## src/rtl/div4_seq.sv

```systemverilog
// rtl/div4_seq.sv - sequential restoring unsigned divider, one quotient bit per cycle
// Optional macro DIV4_SEQ_ZERO_FAST_EN: divisor==0 skips RUN and completes in one cycle.
module div4_seq #(
  parameter int WIDTH = 4
) (
  input  logic             clk,
  input  logic             rst_n,
  input  logic             start,
  input  logic [WIDTH-1:0] dividend,
  input  logic [WIDTH-1:0] divisor,
  output logic             busy,
  output logic             done,
  output logic [WIDTH-1:0] quotient,
  output logic [WIDTH-1:0] remainder,
  output logic             div_by_zero
);

  localparam int CW = $clog2(WIDTH) + 1;
  localparam logic [WIDTH:0] ONE = (WIDTH+1)'(1);

  typedef enum logic [1:0] {IDLE, RUN, DONE} state_t;

  state_t           state, state_nxt;
  logic [CW-1:0]    cnt;
  logic [WIDTH:0]   r_work;
  logic [WIDTH-1:0] q_work;
  logic [WIDTH-1:0] dvs;
  logic [2*WIDTH:0] shifted;
  logic [WIDTH:0]   r_sh;
  logic [WIDTH:0]   trial;
  logic [WIDTH:0]   r_step;
  logic [WIDTH-1:0] q_step;
  logic             last_step;
  logic             zero_fast;

  assign last_step = (cnt == CW'(WIDTH - 1));
  assign busy      = (state == RUN);
  assign done      = (state == DONE);

`ifdef DIV4_SEQ_ZERO_FAST_EN
  assign zero_fast = (divisor == '0);
`else
  assign zero_fast = 1'b0;
`endif

  // Restoring step: the sign of the (WIDTH+1)-bit trial decides whether to keep it.
  always_comb begin
    shifted = {r_work, q_work} << 1;
    r_sh    = shifted[2*WIDTH:WIDTH];
    trial   = r_sh + ~{1'b0, dvs} + ONE;
    if (!trial[WIDTH]) begin
      r_step = trial;
      q_step = {shifted[WIDTH-1:1], 1'b1};
    end else begin
      r_step = r_sh;
      q_step = shifted[WIDTH-1:0];
    end
  end

  always_ff @(posedge clk) begin
    if (!rst_n) state <= IDLE;
    else        state <= state_nxt;
  end

  always_comb begin
    state_nxt = state;
    case (state)
      IDLE:    if (start) state_nxt = zero_fast ? DONE : RUN;
      RUN:     if (last_step) state_nxt = DONE;
      DONE:    state_nxt = IDLE;
      default: state_nxt = IDLE;
    endcase
  end

  always_ff @(posedge clk) begin
    if (!rst_n) begin
      cnt         <= '0;
      r_work      <= '0;
      q_work      <= '0;
      dvs         <= '0;
      quotient    <= '0;
      remainder   <= '0;
      div_by_zero <= 1'b0;
    end else begin
      case (state)
        IDLE: begin
          if (start) begin
            dvs    <= divisor;
            q_work <= dividend;
            r_work <= '0;
            cnt    <= '0;
            if (zero_fast) begin
              quotient    <= '1;
              remainder   <= dividend;
              div_by_zero <= 1'b1;
            end
          end
        end
        RUN: begin
          r_work <= r_step;
          q_work <= q_step;
          cnt    <= cnt + CW'(1);
          // Results are captured on the final step so they stay put through IDLE.
          if (last_step) begin
            quotient    <= q_step;
            remainder   <= r_step[WIDTH-1:0];
            div_by_zero <= (dvs == '0);
          end
        end
        default: ;
      endcase
    end
  end

endmodule
```

## config.mk

```make
export PLATFORM = sky130hd
export DESIGN_NAME = div4_seq
export DESIGN_NICKNAME = d
export VERILOG_FILES = /design/src/rtl/div4_seq.sv
export SDC_FILE = /design/constraint.sdc
export NUM_CORES = 1
export LEC_CHECK = 0
export ABC_CLOCK_PERIOD_IN_PS = 5600
export BUFFER_PORTS_ARGS = -buffer_cell sky130_fd_sc_hd__clkbuf_2
export CAP_MARGIN = 10
export CORE_MARGIN = 2
export CORE_UTILIZATION = 55
export CTS_BUF_LIST = sky130_fd_sc_hd__clkbuf_4
export CTS_CLUSTER_DIAMETER = 30
export CTS_CLUSTER_SIZE = 16
export DETAILED_ROUTE_END_ITERATION = 6
export PLACE_DENSITY = 0.78
export SYNTH_ARGS = -nofsm -noshare
export SYNTH_HDL_FRONTEND = slang
export SYNTH_SLANG_ARGS = --single-unit
```

## constraint.sdc

```tcl
create_clock -name clk -period 5.6 [get_ports clk]
set_input_delay 0.28 -clock clk [delete_from_list [all_inputs] [get_ports clk]]
set_output_delay 0.28 -clock clk [all_outputs]
set_load 0.01 [all_outputs]
```

-- Yosys cells after proc, flatten, opt, wreduce, memory -nomap -nowiden
Index checks and enable logic that the tools add are counted.
- register bits after elaboration: 26
- input bits: 11
- output and inout port bits: 11
- logic and storage cells: 35
- add/sub/neg operators: 3
- equal/unequal tests: 5
- mux-type cells: 11
- bitwise logic cells: 1
- reductions and logical operators: 7
- operator list (kind ; count):
    $pmux W4 S2 ; 2
    $mux W4 ; 3
    $reduce_and A2 Y1 ; 4
    $pmux W3 S2 ; 1
    $add A5 B1 Y5 const B ; 1
    $add A5 B5 Y5 ; 1
    $not A4 Y5 ; 1
    $logic_not A4 Y1 ; 1
    $mux W2 ; 2
    $pmux W2 S2 ; 1
    $add A3 B1 Y3 const B ; 1
    $eq A3 B2 Y1 const B ; 1
    $mux W3 ; 1
    $eq A2 B1 Y1 const B ; 1
    $eq A2 B2 Y1 const B ; 1
    $logic_not A2 Y1 ; 1
    $ne A2 B1 Y1 const B ; 1
    $ne A2 B2 Y1 const B ; 1
    $reduce_bool A2 Y1 ; 1
    $mux W1 ; 1

-- Logic depth before layout (Yosys ltp)
- word-level depth: 5
- gate-level depth with buffers: 9

-- Worst setup path after synthesis
OpenSTA, ideal clock, no wires.
- path kind: register to register
- from: reg q_work[3]
- to: reg r_work[2]
- setup time: 0.120 ns
- arrival time: 1.875 ns
- slack: 3.605 ns
- stages on the path, launching flop included: 9
- buffers on the path: 0
- clock period less this slack: 1.995 ns
- cells stage by stage: dfxtp_1 inv_1 ha_1 inv_1 fa_1 and3_4 nor3_1 nor4_1 a211o_1
- longest elaborated chain between the ends: 4
- ends and longest elaborated chain (what ; RTL line ; RTL):
    from (decl) ; 26 ; logic [WIDTH-1:0] q_work;
    from (signal assigned) ; 89 ; q_work <= dividend;
    from (signal assigned) ; 101 ; q_work <= q_step;
    $add A5 B5 Y5 ; 50 ; trial = r_sh + ~{1'b0, dvs} + ONE;
    $add A5 B1 Y5 ; 50 ;
    $mux W4 ; 51 ; if (!trial[WIDTH]) begin
    $pmux W4 S2 ; 85 ; case (state)
    to (signal assigned) ; 100 ; r_work <= r_step;
    to (decl) ; 25 ; logic [WIDTH:0] r_work;
No other way between the ends.
A chain may end at the register's enable or synchronous reset.

-- Worst setup path after layout
- from: reg q_work[3]
- to: reg r_work[0]
- longest elaborated chain between the ends: 4
- ends and longest elaborated chain (what ; RTL line):
    $add A5 B5 Y5 ; 50
    $add A5 B1 Y5 ; 50
    $mux W4 * ; 51
    $pmux W4 S2 * ; 85
Every way passes the cells marked *; elsewhere a longest branch is shown, timed or not.

==> flow_summary.ini <==
[yosys]
syn-instance-count = 151
yosysMostFrequentCell = dfxtp_1
async_flop_share_pct = 0
synth_nets = 169
synth_cell_types = 42
synth_largest_area_cell = dfxtp_1
ys_ff_latch = 26
synth_edf_count = 0
synth_compound_area_share_pct = 20.3
synthSimpleGateAreaFrac_pct = 24.0
ys_top_cells_by_count = 26 x dfxtp_1, 22 x nand2_1, 9 x nand3_1
synth_xor_area_share_pct = 0.674
ys_top_cells_by_area = dfxtp_1 40%, nand2_1 6.4%, ha_1 5.8%, nand3_1 3.5%, a21boi_0 3.5%
syn_area_mm2 = 0.00130
yosys_warnings = 0
ys_seq_area_share_pct = 40.1
synth_fa_ha_area_share_pct = 7.32
synth_top_family_by_area = simple AND/OR/NAND/NOR gates
synth_ff_type = dfxtp_1
synth.area.mux_share_pct = 2.31
postSynthAreaPerCell_um2 = 8.60
yosysTopAreaCellShare_pct = 40.1

[route]
drc = 0
wl_um = 2670
wire_per_inst_um = 13.6
ant_nets = 0
drt-initial-drc-count = 20
vias = 1106
first_pass_iters = 4
via_per_inst = 5.61

[critical_path]
path_class = reg -> reg
cp-end-kind = register
arrival_ps = 2450
reg2regPathDepth = 8
start_kind = register
worst-path-buf-inv = 2
reg2reg_setup_slack_ps = 3380
crit_slowest_cell = or3_1
required_ps = 5820
r2r-end = r_work[0]
r2r-start = q_work[3]
crit_family = simple AND/OR/NAND/NOR gates
max_stage_delay_ps = 470
path_cells = inv_1 -> ha_1 -> inv_1 -> fa_1 -> and3_4 -> or3_1 -> and3_4 -> o31ai_1
cp_max_fo = 8

[global_routing]
grt_pass1_vias = 1062
antenna_found_initial = 0
grtUsageTotal_pct = 22.1
grt_max_degree = 30
overflow = 0
grt_pass1_wl_um = 4440

[run]
drv_cap = 0

[layout]
seqCellArea_um2 = 520
area_growth_pct = 10.1
final.fill_count = 203
drive_gt1_share_pct = 16.0
multiInputGateArea_um2 = 709
nets = 188
diodes = 0

[clocking]
postCtsSetupBuffers = 0
cts-root-buf = clkbuf_4
cts_tree = built
cts-resized-gates = 0
cts_buffers = 3
clockBufferDepth = 2
numClockSinks = 26
htree_levels = 1
hold_buffers = 0
clk_latency_ps = 320
clkTransAtPathRegs_ps = 140

[hold_path]
hold_end = dvs[2]
hold_depth = 3
min_from = divisor[2]
hp-class = in -> reg

[placement]
gp_congestion = 0.810
hpwl_um = 2010
port_buffers = 21

[timing]
slew_viol_final = 0
finalClockSkew_ps = 7.56
grt_setup_unrepaired = false
whs_ps = 199
relSlewSlack_pct = 37.4
finalHoldViolations = 0
worst_pin_slew_ps = 935
fin_crit_ps = 2220
setup_viol = 0
fin_crit_sh_pct = 39.7
setup_tns_ps = 0
max_freq_mhz = 450

[power]
power_density_mw_per_mm2 = 250
leakage_nw = 0.615
irDropWorstVdd_mv = 0.176
finalPower_mw = 0.358

[die]
core_mm2 = 0.00221
die_w_um = 52.6
dieHeight_um = 52.6
start_util_pct = 58.7
std_cell_rows = 17
dieArea_mm2 = 0.00277
pin_count = 22

[status]
status = complete, no violations
==> worst min-delay path, cell delays in order <==
cell and delay (ps):
clkbuf_2 70, a21oi_1 50, nor2b_1 90
==> power breakdown <==
part           switching (mW)  internal (mW)
Combinational          0.0435         0.0324
Clock                  0.0539         0.0261
Sequential            0.00809          0.194
Total                   0.106          0.252
==> cells in the final DEF (no fill, tap or decap), types with 6 or more instances in the layout <==
| cell type | n |
|---|---|
| a21boi_0 | 6 |
| o21ai_0 | 6 |
| nor2_1 | 6 |
| ha_1 | 6 |
| nand2_1 | 22 |
| dfxtp_1 | 26 |
| nand3_1 | 9 |
| inv_1 | 8 |
| a21oi_1 | 7 |
| clkbuf_2 | 21 |
==> layer usage <==
metal / wire length (um) / share of wire [%] / vias up / track usage [%]
met5: 0 / 0 / - / 0
met4: 17 / 0.64 / 0 / 8.97
met3: 99 / 3.7 / 2 / 3.14
met2: 1410 / 53 / 19 / 41.3
met1: 1150 / 43 / 512 / 24.6
li1: - / - / 573 / -
==> area by class of cell <==
class                      count  area share [%]
clock inverter                 1           0.262
multi-input combinational    109            49.6
tap                           28            2.45
inverter                       9            2.36
sequential                    26            36.4
clock buffer                   3            1.57
timing repair buffer          21            7.35
==> cells by family after synthesis <==
logic type | count (synthesis)
AND/OR/NAND/NOR | 59
buffers and inverters | 16
flip-flops | 26
XOR/XNOR | 1
adder cells (fa/ha/maj) | 7
multiplexers | 3
AO/OA/AOI/OAI | 39
==> metrics by stage <==
| step | cell area, um^2 | util (%) | setup WS, ps | cells |
|---|---|---|---|---|
| floorplan | 1300 | - | 3600 | 151 |
| global placement | 1400 | 63.5 | 3540 | 193 |
| detailed placement | 1400 | 63.5 | 3420 | 193 |
| CTS | 1430 | 64.6 | 3350 | 197 |
| global route | 1430 | 64.6 | 3200 | 197 |
| finish | 1430 | 64.6 | 3380 | 197 |
==> how the worst max path moves through the flow <==
stage | startpoint | to | slack, ps | depth (start not counted)
after floorplan | q_work[3] | r_work[2] | 3600 | 8
final | q_work[3] | r_work[0] | 3380 | 8
after global placement | q_work[3] | r_work[2] | 3540 | 8
after global routing | q_work[3] | r_work[0] | 3200 | 8
after CTS | q_work[3] | r_work[0] | 3350 | 8
after detailed placement | q_work[3] | r_work[2] | 3420 | 8
==> registers in the layout, summed over array words and instances, names as in the netlist <==
| signal | cells |
|---|---|
| r_work | 4 |
| cnt | 3 |
| quotient | 4 |
| remainder | 4 |
| q_work | 4 |
| state | 2 |
| dvs | 4 |
| div_by_zero | 1 |
(Power assumes the default switching activity.)
